### src/rtl/adder_pkg.sv
// Shared types and constants for the bit-serial adder.
package adder_pkg;

  localparam int unsigned DefaultWidth = 8;

  typedef enum logic [1:0] {
    StIdle = 2'd0,
    StAdd  = 2'd1,
    StDone = 2'd2
  } state_e;

endpackage

### src/rtl/full_adder.sv
// Single-bit full adder used by the serial datapath.
module full_adder (
  input  logic a_i,
  input  logic b_i,
  input  logic cin_i,
  output logic s_o,
  output logic cout_o
);

  assign s_o    = a_i ^ b_i ^ cin_i;
  assign cout_o = (a_i & b_i) | (cin_i & (a_i ^ b_i));

endmodule

### src/rtl/serial_adder.sv
// LSB-first bit-serial adder producing one sum bit per clock.
// Define SERIAL_ADDER_OVF_EN to add the registered signed-overflow output ovf.
module serial_adder
  import adder_pkg::*;
#(
  parameter int unsigned WIDTH = DefaultWidth
) (
  input  logic             clk,
  input  logic             rst_n,
  input  logic             start,
  input  logic [WIDTH-1:0] a,
  input  logic [WIDTH-1:0] b,
  input  logic             cin,
  output logic             busy,
  output logic             done,
  output logic [WIDTH-1:0] sum,
  output logic             cout
`ifdef SERIAL_ADDER_OVF_EN
  ,
  output logic             ovf
`endif
);

  localparam int unsigned CntW = (WIDTH > 1) ? $clog2(WIDTH) : 1;
  localparam logic [CntW-1:0] LastCnt = CntW'(WIDTH - 1);

  state_e           state_q, state_d;
  logic [WIDTH-1:0] a_q, a_d;
  logic [WIDTH-1:0] b_q, b_d;
  logic [WIDTH-1:0] psum_q, psum_d;
  logic [WIDTH-1:0] sum_q, sum_d;
  logic             carry_q, carry_d;
  logic             cout_q, cout_d;
  logic [CntW-1:0]  cnt_q, cnt_d;
  logic             fa_s, fa_cout;
`ifdef SERIAL_ADDER_OVF_EN
  logic             ovf_q, ovf_d;
`endif

  full_adder u_full_adder (
    .a_i    (a_q[0]),
    .b_i    (b_q[0]),
    .cin_i  (carry_q),
    .s_o    (fa_s),
    .cout_o (fa_cout)
  );

  always_comb begin
    state_d = state_q;
    a_d     = a_q;
    b_d     = b_q;
    psum_d  = psum_q;
    sum_d   = sum_q;
    carry_d = carry_q;
    cout_d  = cout_q;
    cnt_d   = cnt_q;
`ifdef SERIAL_ADDER_OVF_EN
    ovf_d   = ovf_q;
`endif
    unique case (state_q)
      StIdle, StDone: begin
        if (start) begin
          a_d     = a;
          b_d     = b;
          carry_d = cin;
          psum_d  = '0;
          cnt_d   = '0;
          state_d = StAdd;
        end else begin
          state_d = StIdle;
        end
      end
      StAdd: begin
        a_d     = a_q >> 1;
        b_d     = b_q >> 1;
        carry_d = fa_cout;
        psum_d  = {fa_s, psum_q[WIDTH-1:1]};
        cnt_d   = cnt_q + CntW'(1);
        // The last bit is folded straight into the result so sum sees all WIDTH bits.
        if (cnt_q == LastCnt) begin
          sum_d   = {fa_s, psum_q[WIDTH-1:1]};
          cout_d  = fa_cout;
`ifdef SERIAL_ADDER_OVF_EN
          ovf_d   = carry_q ^ fa_cout;
`endif
          state_d = StDone;
        end
      end
      default: state_d = StIdle;
    endcase
  end

  always_ff @(posedge clk or negedge rst_n) begin
    if (!rst_n) begin
      state_q <= StIdle;
      a_q     <= '0;
      b_q     <= '0;
      psum_q  <= '0;
      sum_q   <= '0;
      carry_q <= 1'b0;
      cout_q  <= 1'b0;
      cnt_q   <= '0;
`ifdef SERIAL_ADDER_OVF_EN
      ovf_q   <= 1'b0;
`endif
    end else begin
      state_q <= state_d;
      a_q     <= a_d;
      b_q     <= b_d;
      psum_q  <= psum_d;
      sum_q   <= sum_d;
      carry_q <= carry_d;
      cout_q  <= cout_d;
      cnt_q   <= cnt_d;
`ifdef SERIAL_ADDER_OVF_EN
      ovf_q   <= ovf_d;
`endif
    end
  end

  assign busy = (state_q == StAdd);
  assign done = (state_q == StDone);
  assign sum  = sum_q;
  assign cout = cout_q;
`ifdef SERIAL_ADDER_OVF_EN
  assign ovf  = ovf_q;
`endif

endmodule

### config.mk
export PLATFORM = sky130hd
export DESIGN_NAME = serial_adder
export DESIGN_NICKNAME = d
export VERILOG_FILES = /design/src/rtl/adder_pkg.sv /design/src/rtl/full_adder.sv /design/src/rtl/serial_adder.sv
export SDC_FILE = /design/constraint.sdc
export NUM_CORES = 1
export LEC_CHECK = 0
export ABC_CLOCK_PERIOD_IN_PS = 3040
export CAP_MARGIN = 5
export CORE_ASPECT_RATIO = 0.7
export CORE_MARGIN = 1
export CORE_UTILIZATION = 50
export CTS_CLUSTER_SIZE = 8
export DETAILED_ROUTE_END_ITERATION = 8
export PLACE_DENSITY = 0.76
export SETUP_SLACK_MARGIN = 0.02
export SLEW_MARGIN = 10
export SYNTH_ARGS = -nofsm -noshare
export SYNTH_HDL_FRONTEND = slang
export SYNTH_HIERARCHICAL = 1
export SYNTH_SLANG_ARGS = --single-unit
### constraint.sdc
create_clock -name clk -period 3.04 [get_ports clk]
set_input_delay 0.912 -clock clk [delete_from_list [all_inputs] [get_ports clk]]
set_output_delay 0.912 -clock clk [all_outputs]
set_load 0.005 [all_outputs]
==> flow_metrics.py, run 1 <==
metrics = {
    "status": {
        "outcome": "finished clean",
    },
    "worst_setup_path": {
        "critical_path.startpoint_type": "register",
        "worst-endpoint-required_ns": 2.13,
        "worstSetupPathType": "reg -> out",
        "crit_arrival_ns": 1.75,
        "r2r_setup_slack_ns": 1.49,
        "rr_worst_depth": 3,
        "crit_fanout": 15,
        "endpoint_kind": "output port",
    },
    "placement": {
        "hpwl_um": 2352,
        "place_inst": 225,
        "gp_congestion": 0.7296,
        "io_buffers": 30,
    },
    "synthesis": {
        "synth_top_cells_by_area": "dfrtp_1 (52%), mux2i_1 (11%), mux2_4 (7.4%)",
        "yosys-top-cells-count": "dfrtp_1 (38), mux2i_1 (20), nor2b_1 (15)",
        "netlist.area_leader.share": 0.5181,
        "syn_area_mm2": 0.001836,
        "post-synth-top-area-cell": "dfrtp_1",
        "yosys_warnings": 6,
        "yosysUniqueCellTypes": 24,
        "syn-instance-count": 151,
        "syn_area_per_cell_um2": 12.16,
        "syn_nets": 174,
        "async_flop_share": 1.000,
        "yosysSeqAreaShare": 0.5181,
        "yosys_register_bits": 38,
        "synth_edf_count": 0,
        "synth_ff_type": "dfrtp_1",
        "yosysMostFrequentCell": "dfrtp_1",
    },
    "route": {
        "antenna_left": 0,
        "detail_route.first_pass.iterations": 4,
        "routed_wl_um": 3354,
        "drt-initial-drc-count": 85,
        "route.vias.total": 1241,
        "vias_per_cell": 5.326,
        "drc_errors": 0,
        "post_drt_wl_per_cell_um": 14.39,
    },
    "cts": {
        "htreeDepth": 2,
        "cts_root_buffer": "clkbuf_8",
        "numCtsBuffers": 5,
        "clock_sinks": 38,
        "cts_resized": 0,
        "clk_latency_ns": 0.29,
        "path_clk_slew_ns": 0.07,
        "cts_buffer_depth": 2,
        "ctsHoldBuffers": 0,
        "cts_setup_buffers": 0,
        "cts_tree": "built",
    },
    "floorplanning": {
        "ioPinCount": 31,
        "fp.dieArea_mm2": 0.003921,
        "die_w_um": 74.42,
        "std_cell_rows": 18,
        "coreArea_mm2": 0.003513,
        "initial_utilization": 0.5224,
        "die_h_um": 52.69,
    },
    "timing": {
        "fmax_mhz": 375.7,
        "slew_violations": 0,
        "period_share": 0.8755,
        "setup_viol": 0,
        "grt_setup_unrepaired": "no",
        "slew-limit-headroom": 0.4615,
        "final_hold_viol_count": 0,
        "finalWorstPathRequiredPeriod_ns": 2.662,
        "finalClockSkew_ns": 0.007317,
        "setup_tns_ns": 0,
        "worstMarginPinSlew_ns": 0.8078,
    },
    "power_and_ir_drop": {
        "power_density_mw_per_mm2": 931.1,
        "p_leak_nw": 0.9579,
        "power_w": 0.002104,
        "vdd_ir_drop_max_mv": 0.5188,
    },
    "global_route": {
        "gr-usage-all-layers": 0.1900,
        "grt_max_degree": 39,
        "antenna_found_initial": 0,
        "grt_pass1_wl_um": 5347,
        "grt-ovfl-total": 0,
        "grt_pass1_vias": 1131,
    },
    "layout": {
        "nets": 205,
        "final_util": 0.6432,
        "n_fill_cell": 277,
        "stdcell_count": 233,
        "diodes": 0,
        "drive_above_1_share": 0.1366,
        "syn_to_final_growth_pct": 23.11,
    },
    "run": {
        "cap_violations": 0,
    },
    "min_path": {
        "worstHoldPathCells": 1,
        "hold_class": "reg -> reg",
    },
}
==> cells in the final DEF (no fill, tap or decap), drive strengths merged <==
cell type       n
a21oi          15
dfrtp          38
mux2i          20
a211oi         14
clkdlybuf4s50  29
inv             3
nor2            1
nor2b          15
clkinv          1
a22o            6
mux2           10
and2b           1
and3            1
ha              2
clkbuf          7
nand3           2
nand2           5
a221o           1
fa              1
buf             5
o21ai           6
==> critical path: stages, from the launching register on <==
cell and delay [ns]:
dfrtp_1 0.60, and2b_4 0.34, clkdlybuf4s50_1 0.53
==> kinds of logic after synthesis <==
| logic type | after synthesis | synth area share |
|---|---|---|
| compound gates | 42 | 0.1507 |
| fa+ha+maj | 3 | 0.02454 |
| buf+inv | 13 | 0.03613 |
| flops | 38 | 0.5181 |
| mux | 30 | 0.1888 |
| simple gates | 25 | 0.08180 |
==> per-stage QoR <==
stage	instance area, µm²	hold slack [ns]	worst slack [ns]
final	2260	0.5171	0.3783
after global routing	2260	0.5385	0.2729
after CTS	2260	0.5218	0.3710
after detailed placement	2168	0.4976	0.5962
after global placement	2168	0.4902	0.6700
after floorplan	1836	0.4712	1.350
==> report_power, final <==
| group | switching [W] | internal [W] | leakage (nW) | total, W |
|---|---|---|---|---|
| Combinational | 0.000339 | 0.000486 | 0.441 | 0.000825 |
| Clock | 0.000167 | 0.000183 | 0.0482 | 0.000350 |
| Sequential | 0.000191 | 0.000738 | 0.468 | 0.000929 |
==> state kept, by name (all words and copies together), names as in the netlist <==
name     count
a_q          8
b_q          8
carry_q      1
cnt_q        3
cout         1
psum_q       7
state_q      2
sum          8
==> cell type report <==
type                    instances  area (µm²)  share of cell area
clock inverters                 1       5.005            0.002215
well taps                      50       62.56             0.02769
clock buffers                   7       86.33             0.03821
flip-flops and latches         38       950.9              0.4208
multi-input cells             100       818.3              0.3621
inverters                       3       11.26            0.004983
repair buffers                 34       325.3              0.1440
==> metal layers <==
metal	up-vias	GRT usage	part of all wire
met5	-	0	0
met4	0	0.08491	0.012
met3	5	0.05385	0.037
met2	23	0.2778	0.46
met1	604	0.2611	0.49
li1	609	-	-
==> path summary, 6_finish.rpt <==
path,from,endpoint
setup / recovery,state_q[0],busy
min in group asynchronous,rst_n,b_q[1]
max in group asynchronous,rst_n,b_q[4]
setup reg to reg,state_q[0],sum[4]
hold reg to reg,sum[2],sum[2]
hold / removal,sum[2],sum[2]
(Power assumes the default switching activity.)
==> inputs of run 2 (changes only) <==
--- a/config.mk
+++ b/config.mk
@@ -6,13 +6,12 @@
 export NUM_CORES = 1
 export LEC_CHECK = 0
 export ABC_CLOCK_PERIOD_IN_PS = 3040
-export CAP_MARGIN = 5
 export CORE_ASPECT_RATIO = 0.7
 export CORE_MARGIN = 1
-export CORE_UTILIZATION = 50
+export CORE_UTILIZATION = 44
 export CTS_CLUSTER_SIZE = 8
 export DETAILED_ROUTE_END_ITERATION = 8
-export PLACE_DENSITY = 0.76
+export PLACE_DENSITY = 0.68
 export SETUP_SLACK_MARGIN = 0.02
 export SLEW_MARGIN = 10
 export SYNTH_ARGS = -nofsm -noshare
==> flow_metrics.py, run 2 (synthesized netlist as in run 1, its figures left out) <==
metrics = {
    "worst_setup_path": {
        "critical_path.startpoint_type": "register",
        "cp_cell_sequence": "and2b_4, clkdlybuf4s50_1",
        "r2r_setup_slack_ns": 1.50,
        "worst-endpoint-required_ns": 2.13,
        "crit_arrival_ns": 1.74,
        "endpoint_kind": "output port",
        "worstSetupPathType": "reg -> out",
        "critPathMaxStageDelay_ns": 0.53,
        "r2r-end": "sum[4]",
        "rr_worst_depth": 3,
        "slowest_stage": "clkdlybuf4s50_1",
        "cp_top_family": "buffers and inverters",
        "cp_num_buf_inv": 1,
        "r2r-start": "state_q[1]",
        "crit_fanout": 11,
    },
    "layout": {
        "drive_above_1_share": 0.1421,
        "nets": 205,
        "final_area_mm2": 0.002281,
        "layout_common_cells": "dfrtp_1 (38), clkdlybuf4s50_1 (29), mux2i_1 (20)",
        "layout_commonest_cell": "dfrtp_1",
        "final_util": 0.5780,
        "diodes": 0,
        "stdcell_count": 235,
        "syn_to_final_growth_pct": 24.27,
    },
    "min_path": {
        "worstHoldPathCells": 1,
        "min_from": "sum[3]",
        "holdPathEnd": "sum[3]",
        "hold_class": "reg -> reg",
    },
    "cts": {
        "htreeDepth": 2,
        "clk_latency_ns": 0.28,
        "cts_buffer_depth": 2,
        "cts_resized": 0,
        "cts_tree": "built",
        "path_clk_slew_ns": 0.07,
        "ctsHoldBuffers": 0,
        "numCtsBuffers": 5,
        "clock_sinks": 38,
        "cts_root_buffer": "clkbuf_8",
        "cts_setup_buffers": 0,
    },
    "placement": {
        "hpwl_um": 2388,
        "place_inst": 227,
        "gp_congestion": 0.7471,
        "place_area_mm2": 0.002171,
        "io_buffers": 30,
    },
    "global_route": {
        "antenna_found_initial": 0,
        "grt_pass1_wl_um": 6009,
        "gr-usage-all-layers": 0.1801,
        "grt_pass1_vias": 1250,
        "grt_max_degree": 39,
        "grt-ovfl-total": 0,
    },
    "timing": {
        "fmax_mhz": 377.4,
        "period_share": 0.8716,
        "final_hold_viol_count": 0,
        "slew-limit-headroom": 0.4562,
        "hold_ws_ns": 0.5153,
        "grt_setup_unrepaired": "no",
        "slew_violations": 0,
        "worstMarginPinSlew_ns": 0.8157,
        "setup_viol": 0,
        "finalWorstPathRequiredPeriod_ns": 2.650,
        "setup_tns_ns": 0,
        "finalClockSkew_ns": 0.008587,
    },
    "route": {
        "routed_wl_um": 3487,
        "antenna_left": 0,
        "wl_met2_um": 1606,
        "vias_per_cell": 5.426,
        "route.vias.total": 1275,
        "wl_met3_um": 168,
        "drt-initial-drc-count": 115,
        "topRoutingLayerUsed": "met4",
        "wl_met1_um": 1670,
        "drc_errors": 0,
        "detail_route.first_pass.iterations": 4,
        "post_drt_wl_per_cell_um": 14.84,
    },
    "floorplanning": {
        "fp.dieArea_mm2": 0.004438,
        "die_w_um": 79.20,
        "initial_utilization": 0.4651,
        "die_h_um": 56.04,
        "coreArea_mm2": 0.003946,
        "ioPinCount": 31,
        "std_cell_rows": 19,
    },
    "power_and_ir_drop": {
        "power.internal_w": 0.001459,
        "seqPwrFrac": 0.422,
        "switchingPower_w": 0.0007112,
        "p_leak_nw": 0.9663,
        "p_clk_frac": 0.183,
        "p_comb_frac": 0.394,
        "vdd_ir_drop_max_mv": 0.3657,
        "p_sw_frac": 0.3276,
        "power_density_mw_per_mm2": 951.6,
    },
    "status": {
        "outcome": "finished clean",
    },
    "run": {
        "cap_violations": 0,
    },
}
run 2: power groups by stage:
| stage | combinational, W | sequential, W | clock (W) |
|---|---|---|---|
| 2_1_floorplan | 0.000605 | 0.000870 | 0 |
| 3_3_place_gp | 0.000818 | 0.000904 | 0 |
| 3_5_place_dp | 0.000857 | 0.000922 | 0 |
| 4_1_cts | 0.000862 | 0.000914 | 0.000404 |
| 5_1_grt | 0.000951 | 0.000947 | 0.000431 |
| 6_report | 0.000856 | 0.000917 | 0.000397 |
run 2: routing by layer:
metal | vias up | track usage
met5 | - | 0
met4 | 0 | 0.06234
met3 | 5 | 0.05082
met2 | 29 | 0.2574
met1 | 636 | 0.2615
li1 | 605 | -
run 2: stage by stage:
stage / total power [W] / worst slack [ns]
final: 0.002171 / 0.3903
after detailed placement: 0.001779 / 0.6952
after global routing: 0.002329 / 0.3191
after global placement: 0.001722 / 0.7190
after CTS: 0.002181 / 0.3842
after floorplan: 0.001474 / 1.350
run 2: cell type report:
type	count	area [µm²]
tap	52	65.06
timing repair buffer	34	325.3
inverter	3	11.26
sequential	38	950.9
fill	329	1665
multi-input combinational	100	818.3
clock buffer	8	110.1
run 2: worst max-delay path by stage:
| stage | from | slack, ns | endpoint | cells past startpoint |
|---|---|---|---|---|
| floorplan | state_q[0] | 1.35 | busy | 3 |
| global placement | state_q[1] | 0.72 | busy | 2 |
| detailed placement | state_q[1] | 0.70 | busy | 2 |
| CTS | state_q[1] | 0.38 | busy | 2 |
| global route | state_q[1] | 0.32 | busy | 2 |
| finish | state_q[1] | 0.39 | busy | 2 |
